[src/rtl/fifo_wr_packer.sv]
// ----------------------------------------------------------------------------
// fifo_wr_packer
//
// Write-side front end for the dual-clock FIFO, entirely in the write clock
// domain. Packs a stream of IN_WIDTH lanes (valid/ready, with a packet-end
// marker) into OUT_WIDTH words and pushes them into the FIFO write port,
// throttled by the FIFO full flag. A packet's short final word is padded
// with PAD_VALUE. Word, packet and padded-word counters plus a sticky
// overflow flag are kept for software.
//
// Ports:
//   wr_clk_i        write-domain clock, rising edge
//   rst_i           asynchronous, active-high reset
//   s_valid_i       input lane valid
//   s_data_i        input lane data (IN_WIDTH)
//   s_last_i        lane is the last of its packet (qualified by s_valid_i)
//   s_ready_o       block can accept a lane this cycle
//   fifo_full_i     FIFO full flag
//   fifo_wr_error_i FIFO write-error flag
//   fifo_wr_en_o    FIFO write enable
//   fifo_wdata_o    FIFO write data (OUT_WIDTH)
//   word_cnt_o      words written to the FIFO
//   pkt_cnt_o       packets completed
//   pad_cnt_o       words emitted with padding
//   overflow_o      sticky: FIFO reported a write error
// ----------------------------------------------------------------------------
module fifo_wr_packer #(
    parameter int unsigned          IN_WIDTH  = 8,
    parameter int unsigned          OUT_WIDTH = 16,
    parameter logic [IN_WIDTH-1:0]  PAD_VALUE = '0,
    parameter int unsigned          CNT_WIDTH = 16
) (
    input  logic                  wr_clk_i,
    input  logic                  rst_i,
    input  logic                  s_valid_i,
    input  logic [IN_WIDTH-1:0]   s_data_i,
    input  logic                  s_last_i,
    output logic                  s_ready_o,
    input  logic                  fifo_full_i,
    input  logic                  fifo_wr_error_i,
    output logic                  fifo_wr_en_o,
    output logic [OUT_WIDTH-1:0]  fifo_wdata_o,
    output logic [CNT_WIDTH-1:0]  word_cnt_o,
    output logic [CNT_WIDTH-1:0]  pkt_cnt_o,
    output logic [CNT_WIDTH-1:0]  pad_cnt_o,
    output logic                  overflow_o
);

    localparam int unsigned LANES = OUT_WIDTH / IN_WIDTH;
    localparam int unsigned IDX_W = (LANES > 1) ? $clog2(LANES) : 1;
    localparam logic [IDX_W-1:0] LAST_IDX = IDX_W'(LANES - 1);

    generate
        if ((OUT_WIDTH % IN_WIDTH) != 0 || LANES < 2) begin : g_bad_params
            $error("fifo_wr_packer: OUT_WIDTH must be a multiple of IN_WIDTH with at least 2 lanes");
        end
    endgenerate

    // State
    logic [IDX_W-1:0]                idx_q,   idx_d;
    logic [LANES-1:0][IN_WIDTH-1:0]  asm_q,   asm_d;
    logic [OUT_WIDTH-1:0]            out_q,   out_d;
    logic                            pend_q,  pend_d;
    logic [CNT_WIDTH-1:0]            word_q,  word_d;
    logic [CNT_WIDTH-1:0]            pkt_q,   pkt_d;
    logic [CNT_WIDTH-1:0]            pad_q,   pad_d;
    logic                            ovf_q,   ovf_d;

    logic                            push;
    logic                            accept;
    logic                            completing;
    logic [LANES-1:0][IN_WIDTH-1:0]  merged;

    // The hold stage drains on the same edge a new lane is taken, so a full
    // FIFO only stalls the input once a finished word is actually waiting.
    assign push       = pend_q & ~fifo_full_i;
    assign s_ready_o  = ~pend_q | ~fifo_full_i;
    assign accept     = s_valid_i & s_ready_o;
    assign completing = (idx_q == LAST_IDX) | s_last_i;

    // NOTE: every variable assigned in always_comb gets a default first;
    // a path that leaves one unassigned would infer a latch.
    always_comb begin
        // Current lane merged at idx; lanes above it padded on packet end.
        merged = asm_q;
        for (int i = 0; i < LANES; i++) begin
            if (IDX_W'(i) == idx_q) begin
                merged[i] = s_data_i;
            end else if (IDX_W'(i) > idx_q && s_last_i) begin
                merged[i] = PAD_VALUE;
            end
        end

        idx_d  = idx_q;
        asm_d  = asm_q;
        out_d  = out_q;
        pend_d = pend_q & ~push;
        word_d = word_q;
        pkt_d  = pkt_q;
        pad_d  = pad_q;
        ovf_d  = ovf_q | fifo_wr_error_i;

        if (accept) begin
            if (completing) begin
                // Overrides the push-clear above: back-to-back words.
                out_d  = merged;
                pend_d = 1'b1;
                idx_d  = '0;
                asm_d  = '0;
                if (s_last_i) begin
                    pkt_d = pkt_q + CNT_WIDTH'(1);
                    if (idx_q != LAST_IDX) begin
                        pad_d = pad_q + CNT_WIDTH'(1);
                    end
                end
            end else begin
                asm_d[idx_q] = s_data_i;
                idx_d        = idx_q + 1'b1;
            end
        end

        if (push) begin
            word_d = word_q + CNT_WIDTH'(1);
        end
    end

    // NOTE: state registers use non-blocking assignments so every register
    // samples the pre-edge values, independent of statement order.
    always_ff @(posedge wr_clk_i or posedge rst_i) begin
        if (rst_i) begin
            idx_q  <= '0;
            asm_q  <= '0;
            out_q  <= '0;
            pend_q <= 1'b0;
            word_q <= '0;
            pkt_q  <= '0;
            pad_q  <= '0;
            ovf_q  <= 1'b0;
        end else begin
            idx_q  <= idx_d;
            asm_q  <= asm_d;
            out_q  <= out_d;
            pend_q <= pend_d;
            word_q <= word_d;
            pkt_q  <= pkt_d;
            pad_q  <= pad_d;
            ovf_q  <= ovf_d;
        end
    end

    assign fifo_wr_en_o = push;
    assign fifo_wdata_o = out_q;
    assign word_cnt_o   = word_q;
    assign pkt_cnt_o    = pkt_q;
    assign pad_cnt_o    = pad_q;
    assign overflow_o   = ovf_q;

endmodule

[config.mk]
export PLATFORM = sky130hd
export DESIGN_NAME = fifo_wr_packer
export DESIGN_NICKNAME = d
export VERILOG_FILES = /design/src/rtl/fifo_wr_packer.sv
export SDC_FILE = /design/constraint.sdc
export NUM_CORES = 1
export LEC_CHECK = 0
export ABC_CLOCK_PERIOD_IN_PS = 5700
export CORE_UTILIZATION = 40
export DETAILED_ROUTE_END_ITERATION = 10
export GPL_TIMING_DRIVEN = 0
export PLACE_DENSITY = 0.72
export SLEW_MARGIN = 20
export SYNTH_ARGS = -nofsm -noshare
export SYNTH_HDL_FRONTEND = slang
export SYNTH_SLANG_ARGS = --single-unit
[constraint.sdc]
create_clock -name wr_clk_i -period 5.7 [get_ports wr_clk_i]
set_input_delay 1.14 -clock wr_clk_i [delete_from_list [all_inputs] [get_ports wr_clk_i]]
set_output_delay 1.14 -clock wr_clk_i [all_outputs]
set_load 0.02 [all_outputs]
## Word-level counts from Yosys, hierarchy flattened

Index checks and enable logic that the tools add are counted.

| word-level totals | value |
|---|---|
| word-level logic and storage cells | 44 |
| output and inout bits | 67 |
| bits in registers | 83 |
| input bits | 14 |

| cells by class | value |
|---|---|
| reductions and logical operators | 6 |
| mux-type cells | 11 |
| bitwise logic cells | 10 |
| add/subtract/negate cells | 4 |
| magnitude comparators | 4 |

Operator list:

| kind | count |
|---|---|
| 16-bit by 1-bit adder with 16-bit output, second input constant | 3 |
| 8-bit two-way mux | 5 |
| 16-bit bitwise mux | 1 |
| 16-bit two-way mux | 1 |
| 8-bit demux with 1-bit select | 1 |
| 1-bit inverter | 4 |
| 4-bit AND reduction | 1 |
| 1-bit bitwise AND | 3 |
| 1-bit logical AND | 3 |
| 1-bit two-way mux | 3 |
| 1-bit bitwise OR | 3 |
| 3-bit AND reduction | 1 |
| 1-bit greater-than comparator, first input constant | 2 |
| 1-bit by 2-bit less-than comparator with 1-bit output, second input constant | 1 |
| 2-bit AND reduction | 1 |
| 1-bit adder, second input constant | 1 |
| 1-bit greater-or-equal comparator, second input constant | 1 |

## Logic depth before layout (Yosys ltp)

| logic depth | value |
|---|---|
| word-level depth | 6 |
| mapped depth | 5 |
| gate-level depth less buffers | 5 |

## Worst setup path before layout

OpenSTA, ideal clock, no wires.

| timing | value |
|---|---|
| path type | input port to output port |
| start point | in fifo_full_i |
| end point | out fifo_wr_en_o |
| required time | 4.560 ns |
| buffers on the path | 0 |
| data arrival time | 1.520 ns |
| slack | 3.040 ns |
| stages on the path | 2 |
| cell sequence | nand2b_1 > inv_1 |

| on the way | value |
|---|---|
| cells in the longest elaborated chain, start to end | 2 |

Ends and longest elaborated chain:

| what | RTL line | RTL |
|---|---|---|
| start, declared | 39 | `input logic fifo_full_i,` |
| 1-bit inverter | 76 | `assign push = pend_q & ~fifo_full_i;` |
| 1-bit bitwise AND | 76 |  |
| end, declared | 41 | `output logic fifo_wr_en_o,` |

No other way between the ends.

## Worst setup path after layout

Ends and elaborated chain as after synthesis.

==> out/results.tsv <==
stage	metric	value	unit
clock_tree	insertion_delay	340	ps
critical_path	worstPathArrival	2650	ps
global_route	grt.total_usage	17.43	%
cells_and_area	diodes	0	
clock_tree	h-tree-depth	3	
die	coreArea	7727	um2
placement	gp_congestion	0.7663	
global_route	grt_max_degree	40	
die	die_x	91.45	um
sta	setup-violations-final	0	
route	dr_total_vias	2450	
die	io_pins	81	
critical_path	cp-end-kind	output port	
critical_path	cp.buffers_inverters	3	
critical_path	cp_max_fo	5	
sta	timing.final.ws_setup	1911	ps
critical_path	cpMostUsedCell	clkdlybuf4s50_1	
global_route	grt_pass1_vias	2308	
clock_tree	cts_tree	yes	
sta	relSlewSlack	48.35	%
placement	portBuffers	80	
critical_path	slowest_stage	clkdlybuf4s50_1	
placement	dp_hpwl	4.788	mm
outcome	status	completed	
sta	rsz0062_at_grt	false	
sta	final_max_slew_viol_count	0	
flow_run	maxCapViolCount	0	
sta	finalCriticalPeriod	3789	ps
power_and_ir_drop	p_per_area	361.9	nW/um2
die	fp-row-count	32	
critical_path	path_class	input port to output port	
synth	syn_area_per_cell	11.07	um2
critical_path	path_cells	clkdlybuf4s50_1, nand2b_1, inv_1, clkdlybuf4s50_1	
sta	tns	0	ps
cells_and_area	nets	398	
clock_tree	cts.clk_slew.worst_paths	70	ps
global_route	antenna_found_initial	0	
sta	layout_worst_path_cycle_share	66.47	%
synth	synth_nets	306	
route	totalWireLength	6.752	mm
sta	tightest_slew	768.8	ps
die	die_height	91.45	um
placement	dpl.cell_count	472	
clock_tree	root_buffer	clkbuf_8	
sta	finalClockSkew	6.547	ps
route	drtIter0Drc	96	
route	drc_errors	0	
die	die_area	8363	um2
cells_and_area	drive_gt1_share	6.218	%
die	initial_core_util	41.42	%
synth	synthCells	289	
synth	ys_types	32	
synth	synth-seq-cells	75	
power_and_ir_drop	p_leak	1.929	nW
synth	yosysWarnings	0	
placement	dp_slack	1916	ps
clock_tree	clk_path_buf_depth	2	
global_route	grt_overflow_total	0	
clock_tree	cts.sinks	75	
clock_tree	cts_setup_buffers	0	
sta	finalHoldViolations	0	
synth	syn_area	3201	um2
route	drt-vias-per-instance	5.020	
critical_path	cp-start-kind	input port	
clock_tree	cts_made_buffers	9	
critical_path	cpPeakStageDelay	620	ps
route	dr.pass1.iters	4	
synth	yosysSeqAreaShare	58.64	%
critical_path	cp_top_family	buffers and inverters	
route	antenna_left	0	
worst_hold_path	hp-class	register to register	
cells_and_area	syn2layout_area_growth	36.00	%
route	wl_per_cell	13.84	um
sta	fmax	263.9	MHz
critical_path	required	4560	ps
clock_tree	cts.repair.resized	0	
power_and_ir_drop	total_power	1.575	mW
power_and_ir_drop	ir_drop	0.2456	mV
clock_tree	cts_hold_buf	0	
cells_and_area	final_cells	488	
global_route	grt_pass1_wl	11.37	mm
layer usage:
layer / wire [um] / vias to the layer above / global-route usage [%]
li1: - / 1173 / -
met1: 3185 / 1206 / 24.17
met2: 3195 / 62 / 26.44
met3: 312 / 9 / 4.606
met4: 59 / 0 / 5.820
met5: 0 / - / 0
worst paths after layout:
| kind | start | endpoint | slack [ps] | depth (start not counted) |
|---|---|---|---|---|
| setup / recovery | fifo_full_i | fifo_wr_en_o | 1910 | 4 |
| hold / removal | pad_cnt_o[15] | pad_cnt_o[15] | 470 | 1 |
| setup reg to reg | pend_q | pkt_cnt_o[12] | 3700 | 5 |
| hold reg to reg | pad_cnt_o[15] | pad_cnt_o[15] | 470 | 1 |
| max in group asynchronous | rst_i | pkt_cnt_o[3] | 3960 | 3 |
| min in group asynchronous | rst_i | word_cnt_o[11] | 1170 | 2 |
cells in the final DEF (no fill, tap or decap), types with 5 or more instances in the layout:
cell	n
clkdlybuf4s50_1	80
dfrtp_1	75
nand2_1	49
xnor2_1	28
nand3_1	19
xor2_1	17
nor2_1	14
nand4_1	12
clkbuf_8	10
mux2i_1	8
o21ai_0	8
a22o_1	8
clkbuf_1	7
inv_1	5
nor3_1	5
and3_1	5
cells by family after synthesis:
family / Yosys count / synth area share (%)
compound gates: 19 / 4.144
xor+xnor: 45 / 12.31
fa+ha+maj: 3 / 1.173
buf+inv: 15 / 1.798
flops: 75 / 58.64
mux: 10 / 3.206
simple gates: 122 / 18.73
state kept, by name (all words and copies together) (netlist names):
| signal | flops |
|---|---|
| pad_cnt_o | 16 |
| asm_q | 8 |
| idx_q | 1 |
| word_cnt_o | 16 |
| pkt_cnt_o | 16 |
| pend_q | 1 |
| fifo_wdata_o | 16 |
| overflow_o | 1 |
cell usage after synthesis, drive strengths merged:
master | number | area, um2
clkbuf | 7 | 26.28
and4 | 3 | 26.28
o21ai | 9 | 45.04
mux2i | 8 | 80.08
a21boi | 1 | 7.510
nand2 | 49 | 183.9
xor2 | 17 | 148.9
or2 | 2 | 12.51
nand3b | 1 | 7.510
nand4 | 12 | 75.07
inv | 6 | 22.52
a21bo | 1 | 10.01
or4 | 2 | 15.01
xnor2 | 28 | 245.2
nor2b | 1 | 6.260
nand4b | 1 | 8.760
and2 | 3 | 18.77
nand3 | 19 | 95.09
nor3 | 5 | 25.02
and3 | 5 | 31.28
or4b | 1 | 10.01
buf | 2 | 8.750
nor4 | 3 | 25.02
mux2 | 2 | 22.52
nand2b | 1 | 6.260
a22o | 8 | 70.07
ha | 3 | 37.54
nor2 | 14 | 52.55
dfrtp | 75 | 1877
final cells by class:
type	instances	area (um2)
multi-input cells	199	1266
fillers	681	3374
repair buffers	81	820.8
clock buffers	10	137.6
inverters	6	25.02
well taps	102	127.6
plain buffers	9	35.03
flip-flops and latches	75	1877
clock inverters	6	63.81
through the flow:
stage / util, % / hold slack, ps / area [um2]
detailed placement: 53.72 / 453.1 / 4151
global placement: 53.43 / 448.6 / 4129
global route: 56.33 / 483.1 / 4353
finish: 56.33 / 465.9 / 4353
CTS: 56.33 / 471.0 / 4353
floorplan: - / 438.5 / 3201
report_power, final:
part	switching [mW]	leakage (nW)	total [mW]	internal, mW
Clock	0.201	0.0987	0.415	0.214
Sequential	0.0900	0.981	0.712	0.622
Combinational	0.225	0.849	0.449	0.224
(Power assumes the default switching activity.)
